[src/rtl/regfile_wb_scheduler.sv]
// regfile_wb_scheduler: round-robin write-back arbiter and busy scoreboard for the register file write port.
// Optional REGFILE_WB_CHECK_EN adds a sticky sb_err flag for write-backs to registers not marked busy.
module regfile_wb_scheduler #(
    parameter int XLEN = 32,
    parameter int NREG = 32,
    parameter int AW   = 5
) (
    input  logic            clk,
    input  logic            reset,
    input  logic            issue_valid,
    input  logic [AW-1:0]   issue_rs1,
    input  logic [AW-1:0]   issue_rs2,
    input  logic [AW-1:0]   issue_rd,
    output logic            issue_ready,
    input  logic            alu_wb_valid,
    input  logic [AW-1:0]   alu_wb_rd,
    input  logic [XLEN-1:0] alu_wb_data,
    output logic            alu_wb_ready,
    input  logic            mem_wb_valid,
    input  logic [AW-1:0]   mem_wb_rd,
    input  logic [XLEN-1:0] mem_wb_data,
    output logic            mem_wb_ready,
    output logic            rf_we,
    output logic [AW-1:0]   rf_w,
    output logic [XLEN-1:0] rf_data_in,
`ifdef REGFILE_WB_CHECK_EN
    output logic            sb_err,
`endif
    output logic [NREG-1:0] busy_mask
);
    localparam logic [NREG-1:0] ONE = {{(NREG-1){1'b0}}, 1'b1};
    logic [NREG-1:0] busy;
    logic [NREG-1:0] busy_set;
    logic [NREG-1:0] busy_clr;
    logic            ptr;
    logic            gnt;
    logic [AW-1:0]   gnt_rd;
    logic [XLEN-1:0] gnt_data;
    assign busy_mask = busy;
    // ptr = 0 favours the ALU when both requesters are valid
    always_comb begin
        issue_ready  = ~(issue_valid & (busy[issue_rs1] | busy[issue_rs2] | busy[issue_rd]));
        alu_wb_ready = alu_wb_valid & (~mem_wb_valid | ~ptr);
        mem_wb_ready = mem_wb_valid & (~alu_wb_valid | ptr);
        gnt          = alu_wb_ready | mem_wb_ready;
        gnt_rd       = alu_wb_ready ? alu_wb_rd : mem_wb_rd;
        gnt_data     = alu_wb_ready ? alu_wb_data : mem_wb_data;
        busy_set     = (issue_valid & issue_ready & (issue_rd != '0)) ? (ONE << issue_rd) : '0;
        busy_clr     = rf_we ? (ONE << rf_w) : '0;
    end
    always_ff @(posedge clk) begin
        if (reset) begin
            busy       <= '0;
            ptr        <= 1'b0;
            rf_we      <= 1'b0;
            rf_w       <= '0;
            rf_data_in <= '0;
        end else begin
            busy  <= ((busy & ~busy_clr) | busy_set) & ~ONE;
            rf_we <= gnt & (gnt_rd != '0);
            if (gnt) begin
                ptr        <= alu_wb_ready;
                rf_w       <= gnt_rd;
                rf_data_in <= gnt_data;
            end
        end
    end
`ifdef REGFILE_WB_CHECK_EN
    always_ff @(posedge clk) begin
        if (reset)
            sb_err <= 1'b0;
        else if (gnt & (gnt_rd != '0) & ~busy[gnt_rd])
            sb_err <= 1'b1;
    end
`endif
endmodule

[config.mk]
export PLATFORM = sky130hd
export DESIGN_NAME = regfile_wb_scheduler
export DESIGN_NICKNAME = d
export VERILOG_FILES = /design/src/rtl/regfile_wb_scheduler.sv
export SDC_FILE = /design/constraint.sdc
export NUM_CORES = 1
export LEC_CHECK = 0
export ABC_AREA = 1
export CORE_UTILIZATION = 41
export CTS_CLUSTER_SIZE = 24
export DETAILED_ROUTE_END_ITERATION = 7
export PLACE_DENSITY = 0.78
export SETUP_SLACK_MARGIN = 0.1
export SLEW_MARGIN = 20
export SYNTH_ARGS = -nofsm -noshare
export SYNTH_HDL_FRONTEND = slang
export SYNTH_SLANG_ARGS = --single-unit
[constraint.sdc]
create_clock -name clk -period 1.85 [get_ports clk]
set_clock_uncertainty 0.15 [all_clocks]
set_input_delay 0.2775 -clock clk [delete_from_list [all_inputs] [get_ports clk]]
set_output_delay 0.2775 -clock clk [all_outputs]
set_load 0.005 [all_outputs]
==> flow_metrics.env, run 1 <==
export IMPL_path_cells="clkdlybuf4s15_2 -> buf_6 -> buf_12 -> o21ai_1 -> nand2_1 -> nand2_1 -> nand2_1 -> nand2_1 -> nand2_1 -> nand2_1 -> nand2_2 -> nand2_4 -> o21ai_1 -> buf_2"
export IMPL_htreeDepth=3
export IMPL_synth_top_area_share=0.307
export IMPL_grt_use_met2=0.565
export IMPL_ff_latch_area_um2=1490
export IMPL_io_pins=167
export IMPL_antennaDiodeCount=0
export IMPL_max_cap_violations=0
export IMPL_p_clk_frac=0.300
export IMPL_grt_util_all_layers=0.315
export IMPL_power_density_nw_per_um2=527
export IMPL_multiInputGateArea_um2=2870
export IMPL_syn_inst=688
export IMPL_grt_max_degree=33
export IMPL_yosys_cell_count_top_type="nand2_1"
export IMPL_cpMostUsedCell="nand2_1"
export IMPL_met1_usage=0.363
export IMPL_ant_nets=0
export IMPL_p_leak_nw=3.19
export IMPL_dp_cells=1041
export IMPL_synth_edf_count=0
export IMPL_cp_arrival_ns=1.59
export IMPL_grt_util_met3=0.0666
export IMPL_core_um2=10800
export IMPL_via_per_inst=5.47
export IMPL_setup_ws_ns=-0.164
export IMPL_yosysUniqueCellTypes=31
export IMPL_synth_top_flop_cell="dfxtp_1"
export IMPL_first_global_vias=5555
export IMPL_sequentialPowerShare=0.399
export IMPL_startpoint_type="primary input"
export IMPL_violations="negative setup slack"
export IMPL_floorplan_initialDensity=0.422
export IMPL_grt_pass1_wl_um=27900
export IMPL_synthArstFlopShare=0
export IMPL_stdcell_count=1073
export IMPL_cts_max_path_buffers=2
export IMPL_worstPathRequired_ns=1.42
export IMPL_synth_seq_area_share=0.307
export IMPL_fin_crit_ns=2.01
export IMPL_cts_tree="yes"
export IMPL_route_detailed_drc=0
export IMPL_drt_iter0_drc=409
export IMPL_gp_congestion=0.957
export IMPL_netlist_top_cells_area="dfxtp_1, nand2_1, nand3_1"
export IMPL_p_int_mw=2.80
export IMPL_overflow=0
export IMPL_finalCritPeriodShare=1.09
export IMPL_max_slew_worst_pin_slew_ns=0.503
export IMPL_synth_cell_area_um2=4570
export IMPL_clk_pin_slew_ns=0.07
export IMPL_clk_insertion_delay_late_ns=0.36
export IMPL_drv_slew=0
export IMPL_status="finished with violations"
export IMPL_cts_root_buffer="clkbuf_8"
export IMPL_yosys_warnings=0
export IMPL_slowest_delay_ns=0.24
export IMPL_rsz0062_at_grt="true"
export IMPL_drive_above_1_share=0.312
export IMPL_dieArea_um2=11600
export IMPL_die_height_um=108
export IMPL_peakVddDrop_mv=0.423
export IMPL_placed_cell_area_um2=6890
export IMPL_sw_frac_of_total=0.302
export IMPL_port_buffers=165
export IMPL_nFillCells=836
export IMPL_cts_made_buffers=9
export IMPL_postCtsHoldBufs=0
export IMPL_setup_viol=29
export IMPL_row_count=38
export IMPL_hpwl_um=13700
export IMPL_synth_commonest_cells="nand2_1, nand3_1, dfxtp_1"
export IMPL_finalInstanceArea_um2=7620
export IMPL_hold_path_class="primary input to flip-flop"
export IMPL_vias=5867
export IMPL_critical_path_class="primary input to output port"
export IMPL_synth_seq_cells=70
export IMPL_syn_avg_cell_area_um2=6.65
export IMPL_clock_fmax_mhz=497
export IMPL_dr_pass1_iters=5
export IMPL_finalWirelength_um=18600
export IMPL_busiest_layer="met2"
export IMPL_wl_per_cell_um=17.3
export IMPL_crit_slowest_cell="clkdlybuf4s15_2"
export IMPL_cts_sinks=70
export IMPL_switchingPower_mw=1.21
export IMPL_synth_nets=782
export IMPL_antenna_found_initial=0
export IMPL_yosys_area_top_type="dfxtp_1"
export IMPL_syn2layout_area_growth_pct=66.7
export IMPL_fp_dieW_um=108
export IMPL_comb_power_share=0.301
export IMPL_crit_fanout=6
export IMPL_relSlewSlack=0.664
export IMPL_num_nets_final=1022
export IMPL_hold_viol_final=0
export IMPL_crit_path_end_kind="output port"
==> critical path: cells and delay by family <==
family,cells,cell delay [ns]
AO/OA/AOI/OAI,2,0.18
buffers and inverters,4,0.64
AND/OR/NAND/NOR,8,0.47
==> kinds of logic (layout without fill, tap and decap cells) <==
kind of cell,count (synthesis),count (layout),share of synthesized area
buffers and inverters,105,350,0.108
other,1,1,0.000820
multiplexers,5,5,0.0109
AO/OA/AOI/OAI,118,118,0.166
flip-flops,70,70,0.307
AND/OR/NAND/NOR,389,389,0.408
==> placed cells by master, fill, tap and decap left out, types with 27 or more instances in the layout <==
| cell type | instances |
|---|---|
| a21oi_2 | 33 |
| o21ai_0 | 35 |
| clkdlybuf4s50_1 | 123 |
| inv_1 | 27 |
| nand3_2 | 34 |
| dlygate4sd2_1 | 28 |
| nand2_1 | 163 |
| nor2_1 | 54 |
| buf_4 | 82 |
| nand3_1 | 101 |
| dfxtp_1 | 34 |
| a31oi_1 | 32 |
==> routing by layer <==
layer | wire length [um] | vias to the layer above | part of all wire
li1 | - | 2775 | -
met1 | 6990 | 2696 | 0.38
met2 | 9490 | 345 | 0.51
met3 | 1560 | 51 | 0.084
met4 | 560 | 0 | 0.030
met5 | 0 | - | 0
==> through the flow <==
| step | util | setup slack (ns) | TNS, ns | power (mW) | hold WS (ns) |
|---|---|---|---|---|---|
| after floorplan | - | 0.110 | 0 | 2.13 | 0.294 |
| after global placement | 0.636 | -0.816 | -27.60 | 2.67 | 0.316 |
| after detailed placement | 0.636 | -0.874 | -30.35 | 2.69 | 0.318 |
| after CTS | 0.679 | -0.138 | -0.916 | 3.92 | 0.186 |
| after global routing | 0.703 | -0.286 | -6.33 | 4.17 | 0.218 |
| final | 0.703 | -0.164 | -2.71 | 4.02 | 0.207 |
==> sequential cells by signal (all words and copies together), names as in the netlist <==
register	cells
busy_mask	31
ptr	1
rf_data_in	32
rf_w	5
rf_we	1
==> power by group through the flow <==
stage	registers [mW]	clock network [mW]	logic, mW
final	1.60	1.21	1.21
after CTS	1.60	1.21	1.11
after detailed placement	1.66	0	1.03
after global placement	1.66	0	1.01
after floorplan	1.65	0	0.484
after global routing	1.61	1.28	1.28
==> area by class of cell <==
type,instances,area share
well taps,140,0.0230
multi-input cells,513,0.376
clock buffers,12,0.0177
clock inverters,4,0.00624
flip-flops and latches,70,0.196
inverters,58,0.0305
repair buffers,276,0.350
==> path summary, 6_finish.rpt <==
path | start | to | slack (ns) | cells after the start
min reg2reg | rf_data_in[29] | rf_data_in[29] | 0.33 | 2
min | reset | rf_data_in[6] | 0.21 | 2
max reg2reg | busy_mask[17] | busy_mask[28] | -0.14 | 14
max | issue_rd[0] | issue_ready | -0.16 | 14
==> what timing repair did <==
item                                   4_1_cts  5_1_grt
setup endpoints to repair                   68       74
endpoints found under the hold margin        0        0
pin swaps                                   11       19
gates cloned                                 2        0
buffers inserted                             6        8
resized for setup                          158       50
(Power assumes the default switching activity.)
==> run 2: changes to the inputs <==
Settings changed: ABC_AREA 1 to default, CORE_UTILIZATION 41 to 40, SETUP_SLACK_MARGIN 0.1 to 0.02.
==> flow_metrics.env, run 2 <==
export IMPL_netlist_top_cells_area="dfxtp_1, nor2_1, mux4_2"
export IMPL_startpoint_type="primary input"
export IMPL_grt_max_degree=35
export IMPL_cts_max_path_buffers=2
export IMPL_first_global_vias=4763
export IMPL_htreeDepth=3
export IMPL_cpMostUsedCell="mux2i_1"
export IMPL_grt_pass1_wl_um=23200
export IMPL_switchingPower_mw=1.04
export IMPL_status="finished with violations"
export IMPL_synth_top_flop_cell="dfxtp_1"
export IMPL_largest_reg_flops=32
export IMPL_nFillCells=782
export IMPL_sequentialPowerShare=0.442
export IMPL_syn_avg_cell_area_um2=8.09
export IMPL_grt_util_all_layers=0.287
export IMPL_critical_path_class="primary input to output port"
export IMPL_drv_slew=0
export IMPL_ant_nets=0
export IMPL_yosys_area_top_type="dfxtp_1"
export IMPL_synth_commonest_cells="nor2_1, dfxtp_1, nand2_1"
export IMPL_wl_per_cell_um=17.4
export IMPL_yosysUniqueCellTypes=43
export IMPL_overflow=0
export IMPL_port_buffers=165
export IMPL_cts_tree="yes"
export IMPL_worstPathRequired_ns=1.42
export IMPL_antennaDiodeCount=0
export IMPL_violations="negative setup slack"
export IMPL_num_nets_final=828
export IMPL_dieArea_um2=10700
export IMPL_final_core_util=0.680
export IMPL_io_pins=167
export IMPL_synth_seq_cells=70
export IMPL_power_density_nw_per_um2=554
export IMPL_clk_insertion_delay_late_ns=0.36
export IMPL_critPathLaunch="issue_rd[1]"
export IMPL_dp_slack_ns=-1.27
export IMPL_clock_fmax_mhz=397
export IMPL_final_cell_mix="clkdlybuf4s50_1, nor2_1, buf_4, nand2_1, dfxtp_1"
export IMPL_cp_arrival_ns=2.09
export IMPL_r2r_cells=8
export IMPL_hpwl_um=11500
export IMPL_p_clk_frac=0.296
export IMPL_crit_fanout=11
export IMPL_finalInstanceArea_um2=6700
export IMPL_die_height_um=103
export IMPL_setup_viol=32
export IMPL_row_count=36
export IMPL_gp_congestion=1.03
export IMPL_comb_power_share=0.263
export IMPL_drt_iter0_drc=301
export IMPL_synth_cell_area_um2=4100
export IMPL_path_cells="clkdlybuf4s50_1 -> buf_12 -> mux2i_1 -> mux4_2 -> mux2i_1 -> o21ai_1 -> nand4_2 -> nand2_2 -> buf_6"
export IMPL_p_int_mw=2.67
export IMPL_drive_above_1_share=0.254
export IMPL_syn_inst=507
export IMPL_route_detailed_drc=0
export IMPL_synth_seq_area_share=0.342
export IMPL_placed_cell_area_um2=6420
export IMPL_r2r_end="busy_mask[8]"
export IMPL_yosys_warnings=0
export IMPL_yosys_cell_count_top_type="nor2_1"
export IMPL_synth_top_area_share=0.342
export IMPL_max_cap_violations=0
export IMPL_synthArstFlopShare=0
export IMPL_cts_sinks=70
export IMPL_vias=4888
export IMPL_crit_slowest_cell="clkdlybuf4s50_1"
export IMPL_finalCritPeriodShare=1.36
export IMPL_p_leak_nw=2.74
export IMPL_dr_pass1_iters=5
export IMPL_regMostFlops="rf_data_in"
export IMPL_hold_viol_final=0
export IMPL_final_common_cell="clkdlybuf4s50_1"
export IMPL_core_um2=9860
export IMPL_hold_path_class="primary input to flip-flop"
export IMPL_setup_ws_ns=-0.666
export IMPL_reg2reg_slack_ns=-0.44
export IMPL_whs_ns=0.300
export IMPL_fin_crit_ns=2.52
export IMPL_peakVddDrop_mv=0.480
export IMPL_synth_edf_count=0
export IMPL_syn2layout_area_growth_pct=63.5
export IMPL_antenna_found_initial=0
export IMPL_rsz0062_at_grt="true"
export IMPL_fp_dieW_um=103
export IMPL_power_total_mw=3.71
export IMPL_slowest_delay_ns=0.53
export IMPL_clk_pin_slew_ns=0.07
export IMPL_cts_made_buffers=9
export IMPL_floorplan_initialDensity=0.416
export IMPL_sw_frac_of_total=0.281
export IMPL_cts_root_buffer="clkbuf_8"
export IMPL_synth_nets=601
export IMPL_crit_path_end_kind="output port"
export IMPL_finalWirelength_um=15200
export IMPL_r2r_start="busy_mask[28]"
export IMPL_via_per_inst=5.62
export IMPL_cp_endpoint="issue_ready"
-- run 2: cell count changes after synthesis, moves of 15 or more --
| cell | change |
|---|---|
| nor2b_1 | +23 |
| nor4_1 | +27 |
| nand3_2 | -30 |
| nand2_1 | -110 |
| nand3b_1 | +18 |
| a21oi_2 | -32 |
| o21ai_0 | -23 |
| o21ai_2 | +29 |
| nand3_1 | -97 |
| inv_1 | -43 |
| a31oi_1 | -29 |
| nor2_1 | +57 |
| mux4_2 | +15 |
-- run 2: critical path, delay by kind of cell --
family / cells / cell delay [ns]
and+or+nand+nor: 2 / 0.18
buffers and inverters: 3 / 0.81
muxes: 3 / 0.72
AOI/OAI and AO/OA: 1 / 0.10
-- run 2: power by group through the flow --
| stage | clock network [mW] | logic (mW) | registers (mW) |
|---|---|---|---|
| after global routing | 1.17 | 1.04 | 1.65 |
| after detailed placement | 0 | 0.924 | 1.68 |
| after CTS | 1.11 | 0.925 | 1.64 |
| after global placement | 0 | 0.904 | 1.67 |
| after floorplan | 0 | 0.377 | 1.67 |
| final | 1.10 | 0.975 | 1.64 |
-- run 2: cells by family after synthesis --
kind of cell,after synthesis,synth area share
AO/OA/AOI/OAI,71,0.130
buffers and inverters,47,0.0543
flip-flops,70,0.342
multiplexers,36,0.144
other,1,0.000914
AND/OR/NAND/NOR,282,0.329
-- run 2: worst min path at each step --
stage,start,endpoint,slack [ns],cells after the start
2_1_floorplan,alu_wb_valid,ptr,0.28,2
6_report,reset,busy_mask[16],0.30,5
4_1_cts,reset,rf_w[3],0.28,3
5_1_grt,reset,rf_w[2],0.32,3
3_5_place_dp,rf_data_in[14],rf_data_in[14],0.34,2
3_3_place_gp,rf_data_in[15],rf_data_in[15],0.33,2
-- run 2: area by class of cell --
| class | count | area (um^2) | share of cell area |
|---|---|---|---|
| clock inverter | 1 | 7.51 | 0.00112 |
| clock buffer | 12 | 155 | 0.0231 |
| sequential | 70 | 1440 | 0.214 |
| timing repair buffer | 254 | 2410 | 0.359 |
| multi-input combinational | 390 | 2500 | 0.373 |
| inverter | 9 | 33.8 | 0.00504 |
| tap | 133 | 166 | 0.0248 |
-- run 2: timing repair --
action / CTS / global route
hold buffers: 0 / 0
gates cloned: 0 / 1
setup buffers: 3 / 1
pin swaps: 4 / 4
setup endpoints to repair: 47 / 43
gates resized for setup: 31 / 20
-- run 2: metal layers --
| layer | global-route usage | up-vias | share of wire |
|---|---|---|---|
| li1 | - | 2236 | - |
| met1 | 0.324 | 2251 | 0.37 |
| met2 | 0.495 | 340 | 0.48 |
| met3 | 0.0827 | 61 | 0.11 |
| met4 | 0.148 | 0 | 0.035 |
| met5 | 0 | - | 0 |
-- run 2: per-stage QoR --
step	TNS, ns	std cells
after global routing	-16.28	869
after global placement	-31.73	851
after floorplan	-5.77	507
after detailed placement	-35.16	851
final	-13.27	869
after CTS	-16.24	867
